<file path="src/rtl/hwrandom_pool.sv">
// hwrandom_pool: conditions the raw ring-oscillator entropy bit, packs it into
// words, guards it with a repetition-count health test and hands the words
// round-robin to a bank of UART transmitters.
//
// Dispatcher states
//   state | meaning
//   IDLE  | waiting for a buffered word and tx_ready on the current port
//   GAP   | start just issued; one cycle for the UART to drop tx_ready
module hwrandom_pool #(
    parameter int NUM_PORTS  = 1,
    parameter int WORD_WIDTH = 8,
    parameter int FIFO_DEPTH = 4,
    parameter int REP_LIMIT  = 32
) (
    input  logic                          clk,
    input  logic                          reset,
    input  logic                          raw_bit,
    input  logic                          debias_en,
    input  logic [NUM_PORTS-1:0]          tx_ready,
    output logic [NUM_PORTS-1:0]          tx_start,
    output logic [WORD_WIDTH-1:0]         tx_word,
    output logic [$clog2(FIFO_DEPTH):0]   fifo_level,
    output logic [15:0]                   drop_count,
    output logic                          health_fail
);

    localparam int AW = $clog2(FIFO_DEPTH);
    localparam int LW = AW + 1;
    localparam int BW = (WORD_WIDTH > 1) ? $clog2(WORD_WIDTH) : 1;
    localparam int PW = (NUM_PORTS > 1) ? $clog2(NUM_PORTS) : 1;
    localparam int RW = $clog2(REP_LIMIT + 1);

    typedef enum logic {
        IDLE = 1'b0,
        GAP  = 1'b1
    } state_t;

    // bit source
    logic                  debias_q;
    logic                  mode_chg;
    logic                  pair_phase;
    logic                  first_bit;
    logic                  emit;
    logic                  emit_bit;

    // assembler
    logic [BW-1:0]         bit_cnt;
    logic [WORD_WIDTH-1:0] word_q;
    logic [WORD_WIDTH-1:0] word_full;
    logic                  word_done;

    // word buffer
    logic [WORD_WIDTH-1:0] mem [FIFO_DEPTH];
    logic [AW-1:0]         rd_ptr;
    logic [AW-1:0]         wr_ptr;
    logic [LW-1:0]         count;
    logic                  full_after_pop;
    logic                  push;
    logic                  drop;
    logic                  pop;

    // health test
    logic [RW-1:0]         run_cnt;
    logic                  last_bit;

    // dispatcher
    state_t                state;
    state_t                state_next;
    logic [PW-1:0]         port_ptr;
    logic                  start_fire;
    logic [NUM_PORTS-1:0]  start_vec;

    // Decide whether this cycle produces a conditioned bit, and which one.
    always_comb begin
        mode_chg = (debias_en != debias_q);
        emit     = 1'b0;
        emit_bit = raw_bit;
        if (!mode_chg) begin
            if (debias_en) begin
                if (pair_phase) begin
                    emit     = (first_bit != raw_bit);
                    emit_bit = first_bit;
                end
            end else begin
                emit = 1'b1;
            end
        end
    end

    // Track the mode and the Von Neumann pair state; a mode flip realigns pairs.
    always_ff @(posedge clk) begin
        if (reset) begin
            debias_q   <= debias_en;
            pair_phase <= 1'b0;
            first_bit  <= 1'b0;
        end else begin
            debias_q <= debias_en;
            if (mode_chg || !debias_en) begin
                pair_phase <= 1'b0;
            end else begin
                pair_phase <= ~pair_phase;
                if (!pair_phase) begin
                    first_bit <= raw_bit;
                end
            end
        end
    end

    // Merge the emitted bit into the word under construction.
    always_comb begin
        word_full          = word_q;
        word_full[bit_cnt] = emit_bit;
        word_done          = emit && (bit_cnt == BW'(WORD_WIDTH - 1));
    end

    // Advance the LSB-first bit position; a mode flip throws the partial word away.
    always_ff @(posedge clk) begin
        if (reset) begin
            bit_cnt <= '0;
            word_q  <= '0;
        end else if (mode_chg) begin
            bit_cnt <= '0;
            word_q  <= '0;
        end else if (emit) begin
            if (word_done) begin
                bit_cnt <= '0;
                word_q  <= '0;
            end else begin
                bit_cnt <= bit_cnt + BW'(1);
                word_q  <= word_full;
            end
        end
    end

    // A pop in the same cycle frees a slot for the completed word.
    always_comb begin
        full_after_pop = (count == LW'(FIFO_DEPTH)) && !pop;
        push           = word_done && !health_fail && !full_after_pop;
        drop           = word_done && !health_fail && full_after_pop;
    end

    // Buffer storage; contents need no reset because count gates every read.
    always_ff @(posedge clk) begin
        if (!reset && push) begin
            mem[wr_ptr] <= word_full;
        end
    end

    // Buffer pointers and occupancy.
    always_ff @(posedge clk) begin
        if (reset) begin
            rd_ptr <= '0;
            wr_ptr <= '0;
            count  <= '0;
        end else begin
            if (push) begin
                wr_ptr <= wr_ptr + AW'(1);
            end
            if (pop) begin
                rd_ptr <= rd_ptr + AW'(1);
            end
            case ({push, pop})
                2'b10:   count <= count + LW'(1);
                2'b01:   count <= count - LW'(1);
                default: count <= count;
            endcase
        end
    end

    // Saturating count of words lost to a full buffer.
    always_ff @(posedge clk) begin
        if (reset) begin
            drop_count <= '0;
        end else if (drop && (drop_count != 16'hFFFF)) begin
            drop_count <= drop_count + 16'd1;
        end
    end

    // Repetition-count test on the raw stream; the failure flag is sticky.
    always_ff @(posedge clk) begin
        if (reset) begin
            run_cnt     <= '0;
            last_bit    <= 1'b0;
            health_fail <= 1'b0;
        end else begin
            last_bit <= raw_bit;
            if ((run_cnt == '0) || (raw_bit != last_bit)) begin
                run_cnt <= RW'(1);
            end else if (run_cnt != RW'(REP_LIMIT)) begin
                run_cnt <= run_cnt + RW'(1);
            end
            if (run_cnt == RW'(REP_LIMIT)) begin
                health_fail <= 1'b1;
            end
        end
    end

    // Dispatcher state register.
    always_ff @(posedge clk) begin
        if (reset) begin
            state <= IDLE;
        end else begin
            state <= state_next;
        end
    end

    // Dispatcher next state; the current port is never skipped.
    always_comb begin
        state_next = state;
        start_fire = 1'b0;
        start_vec  = '0;
        case (state)
            IDLE: begin
                if ((count != '0) && tx_ready[port_ptr]) begin
                    start_fire          = 1'b1;
                    start_vec[port_ptr] = 1'b1;
                    state_next          = GAP;
                end
            end
            GAP: begin
                state_next = IDLE;
            end
            default: begin
                state_next = IDLE;
            end
        endcase
    end

    assign pop = start_fire;

    // Registered start pulse, held word and round-robin pointer.
    always_ff @(posedge clk) begin
        if (reset) begin
            tx_start <= '0;
            tx_word  <= '0;
            port_ptr <= '0;
        end else begin
            tx_start <= start_vec;
            if (start_fire) begin
                tx_word  <= mem[rd_ptr];
                port_ptr <= (port_ptr == PW'(NUM_PORTS - 1)) ? '0 : port_ptr + PW'(1);
            end
        end
    end

    assign fifo_level = count;

endmodule

</file>
<file path="config.mk">
export PLATFORM = sky130hd
export DESIGN_NAME = hwrandom_pool
export DESIGN_NICKNAME = d
export VERILOG_FILES = /design/src/rtl/hwrandom_pool.sv
export SDC_FILE = /design/constraint.sdc
export NUM_CORES = 1
export LEC_CHECK = 0
export BUFFER_PORTS_ARGS = -buffer_cell sky130_fd_sc_hd__buf_2
export CAP_MARGIN = 0
export CELL_PAD_IN_SITES_DETAIL_PLACEMENT = 0
export CELL_PAD_IN_SITES_GLOBAL_PLACEMENT = 1
export CORE_MARGIN = 3
export CORE_UTILIZATION = 42
export DETAILED_ROUTE_END_ITERATION = 10
export HOLD_SLACK_MARGIN = 0.05
export PLACE_DENSITY = 0.84
export SLEW_MARGIN = 10
export SYNTH_ARGS = -nofsm -noshare
export SYNTH_HDL_FRONTEND = slang
export SYNTH_SLANG_ARGS = --single-unit
</file>
<file path="constraint.sdc">
create_clock -name clk -period 3 [get_ports clk]
set_clock_uncertainty 0.2 [all_clocks]
set_input_delay 0.6 -clock clk [delete_from_list [all_inputs] [get_ports clk]]
set_output_delay 0.6 -clock clk [all_outputs]
set_load 0.01 [all_outputs]
</file>
==> impl_metrics.json <==
{
  "status": "completed",
  "cts_buffer_depth": 2,
  "min_period_ps": 2724,
  "critPathLaunchType": "flop",
  "maxSlewViolCount": 0,
  "post_cts_resize_count": 0,
  "fin_ws_ps": 275.8,
  "clock_latency_ps": 370,
  "synth_seq_cells": 87,
  "critPathArrivalTime_ps": 2800,
  "worstPathCellList": "ha_1, ha_1, and4bb_1, a21oi_4, nand2_2, fa_2, or3_1, nor4bb_1, a311oi_1",
  "cts_made_buffers": 9,
  "drive_gt1_frac": 0.2525,
  "grt_overflow": 0,
  "rows": 34,
  "rsz0062_at_grt": "no",
  "drt_iter0_drc": 91,
  "power_w": 0.002305,
  "ys_warn_count": 0,
  "synth-edff-count": 32,
  "cts_hold_buf": 0,
  "cts_tree": "built",
  "max_cap_violations": 0,
  "n_antenna_cell": 0,
  "die-area_sq_mm": 0.01046,
  "drtPass1Iterations": 7,
  "ys_types": 51,
  "fin_crit_sh": 0.9081,
  "synth_nets": 369,
  "core_sq_mm": 0.008848,
  "max_stage_delay_ps": 420,
  "area_delta_synth_final_pct": 15.43,
  "die_x_um": 102.3,
  "die_y_um": 102.3,
  "ios": 34,
  "maxSlewHeadroom": 0.4196,
  "drc_errors": 0,
  "viasPerCell": 5.168,
  "worstHoldStart": "debias_en",
  "setup_violations": 0,
  "postCtsSetupRepairBufs": 0,
  "power_density_mw_per_mm2": 513.1,
  "grt_pass1_wl_um": 12510,
  "place_ws_ps": -8.868,
  "hp-class": "in2reg",
  "hold_violations": 0,
  "cp-end-kind": "flop",
  "clk_pin_slew_worst_paths_ps": 90,
  "grt_pass1_vias": 2543,
  "vias": 2646,
  "critical_path.top_delay_family": "adder cells",
  "tns_ps": 0,
  "critical_path.max_fanout": 6,
  "numPortBuffers": 33,
  "vdd_drop_max_mv": 0.3952,
  "synth-async-reset-ratio": 0,
  "avgSynthCellArea_sq_um": 11.02,
  "htree_levels": 3,
  "final_antenna_net_count": 0,
  "synthCells": 353,
  "cp.required_ps": 3080,
  "cts-root-buf": "clkbuf_8",
  "crit_type": "reg2reg",
  "clock_sinks": 87,
  "place_congestion": 0.7828,
  "fin_nets": 415,
  "tightest_slew_ps": 864.8,
  "cp_slowest_cell": "fa_2",
  "seq_area_frac_synth": 0.5299,
  "initial_utilization": 0.4398,
  "grtUsageTotal": 0.1537,
  "synth_area_sq_mm": 0.003891,
  "r2r-start": "bit_cnt[0]",
  "wl_per_cell_um": 14.65,
  "crit_top_cell": "ha_1",
  "grt_max_degree": 24,
  "synth-main-ff-cell": "dfxtp_1",
  "cp-startpoint": "bit_cnt[0]",
  "dpl.hpwl_um": 5217,
  "leakagePower_nw": 1.725,
  "fmax_mhz": 367.1,
  "antenna_found_initial": 0,
  "drt_wl_total_um": 7502,
  "critPathBufInv": 0
}
==> worst reg2reg max path: stages (launching register included) <==
cell	delay (ps)
dfxtp_1	330
ha_1	200
ha_1	260
and4bb_1	250
a21oi_4	190
nand2_2	90
fa_2	420
or3_1	370
nor4bb_1	140
a311oi_1	200
==> cells in the mapped netlist, types with 2 or more instances <==
cell       count  area (sq um)
nand4_1        6         37.54
a2111oi_2      2         30.03
inv_1          8         30.03
a21oi_1       18         90.09
or2_2          2         12.51
xnor2_1       13         113.9
a2111oi_1      2         20.02
ha_1          10         125.1
a31o_2         4         35.03
and3_1         2         12.51
mux2_2         9         101.4
edfxtp_1      32         960.9
and2_1         4         25.02
mux2i_1        5         50.05
mux4_2         8         180.2
clkbuf_1      10         37.54
nor3_1         8         40.04
nand3_1       11         55.05
nand2b_1      14         87.58
xor2_1         3         26.28
nor2_1        36         135.1
nor2b_1        9         56.30
dfxtp_1       55          1101
nand2_1       46         172.7
mux2_1         5         56.30
buf_1          4         15.01
nor3b_1        3         22.52
==> layout make-up <==
class                      count  area (sq um)
clock buffer                   9         123.9
multi-input combinational    242          1740
fill                         787          4357
inverter                       8         30.03
timing repair buffer          51         312.8
clock inverter                 7         87.58
sequential                    87          2062
tap                          108         135.1
==> worst paths after layout <==
path / end / slack (ps) / cells past startpoint
worst max-delay path: fifo_level[2] / 280 / 9
worst min-delay path: debias_q / 200 / 1
worst max register to register: fifo_level[2] / 280 / 9
worst min register to register: word_q[7] / 240 / 2
==> power breakdown <==
group,total (W),internal (W),leakage (nW),switching (W)
sequential,0.00126,0.00124,0.740,0.0000251
combinational,0.000184,0.0000832,0.885,0.000101
clock,0.000858,0.000400,0.0996,0.000458
total,0.00230,0.00172,1.73,0.000584
==> registers in the layout (all words and copies together) (netlist names), 2 cells and up <==
name and cells:
bit_cnt 3, drop_count 16, fifo_level 3, mem 32, rd_ptr 2, run_cnt 6
tx_word 8, word_q 8, wr_ptr 2
==> per-stage QoR <==
stage	cell area (sq um)	utilization	hold slack [ps]	cells
finish	4492	0.5076	200.7	512
global route	4492	0.5076	194.9	512
CTS	4492	0.5076	188.0	512
detailed placement	4280	0.4837	226.9	496
global placement	4280	0.4837	218.2	496
floorplan	3908	-	209.9	353
==> kinds of logic after synthesis <==
logic type      after synthesis  share of synthesized area
flops                        87                     0.5299
buf+inv                      24                    0.02605
mux                          27                    0.09968
xor+xnor                     17                    0.04020
compound gates               34                    0.06206
simple gates                153                     0.2048
fa+ha+maj                    11                    0.03730
==> placed cells by master, fill, tap and decap left out, drive strengths merged, types with 6 or more instances in the layout <==
master	instances
a21oi	19
buf	51
clkbuf	9
dfxtp	55
edfxtp	32
ha	10
inv	11
mux2	14
mux4	8
nand2	46
nand2b	14
nand3	11
nand4	6
nor2	36
nor2b	9
nor3	8
xnor2	13
==> routing by layer <==
layer / share of wire / wire length [um] / GRT usage
met2: 0.47 / 3556 / 0.2509
met3: 0.041 / 309 / 0.04915
met1: 0.48 / 3564 / 0.2012
met5: 0 / 0 / 0
met4: 0.0096 / 72 / 0.03330
Note: power is estimated with default switching activity, not from simulation.
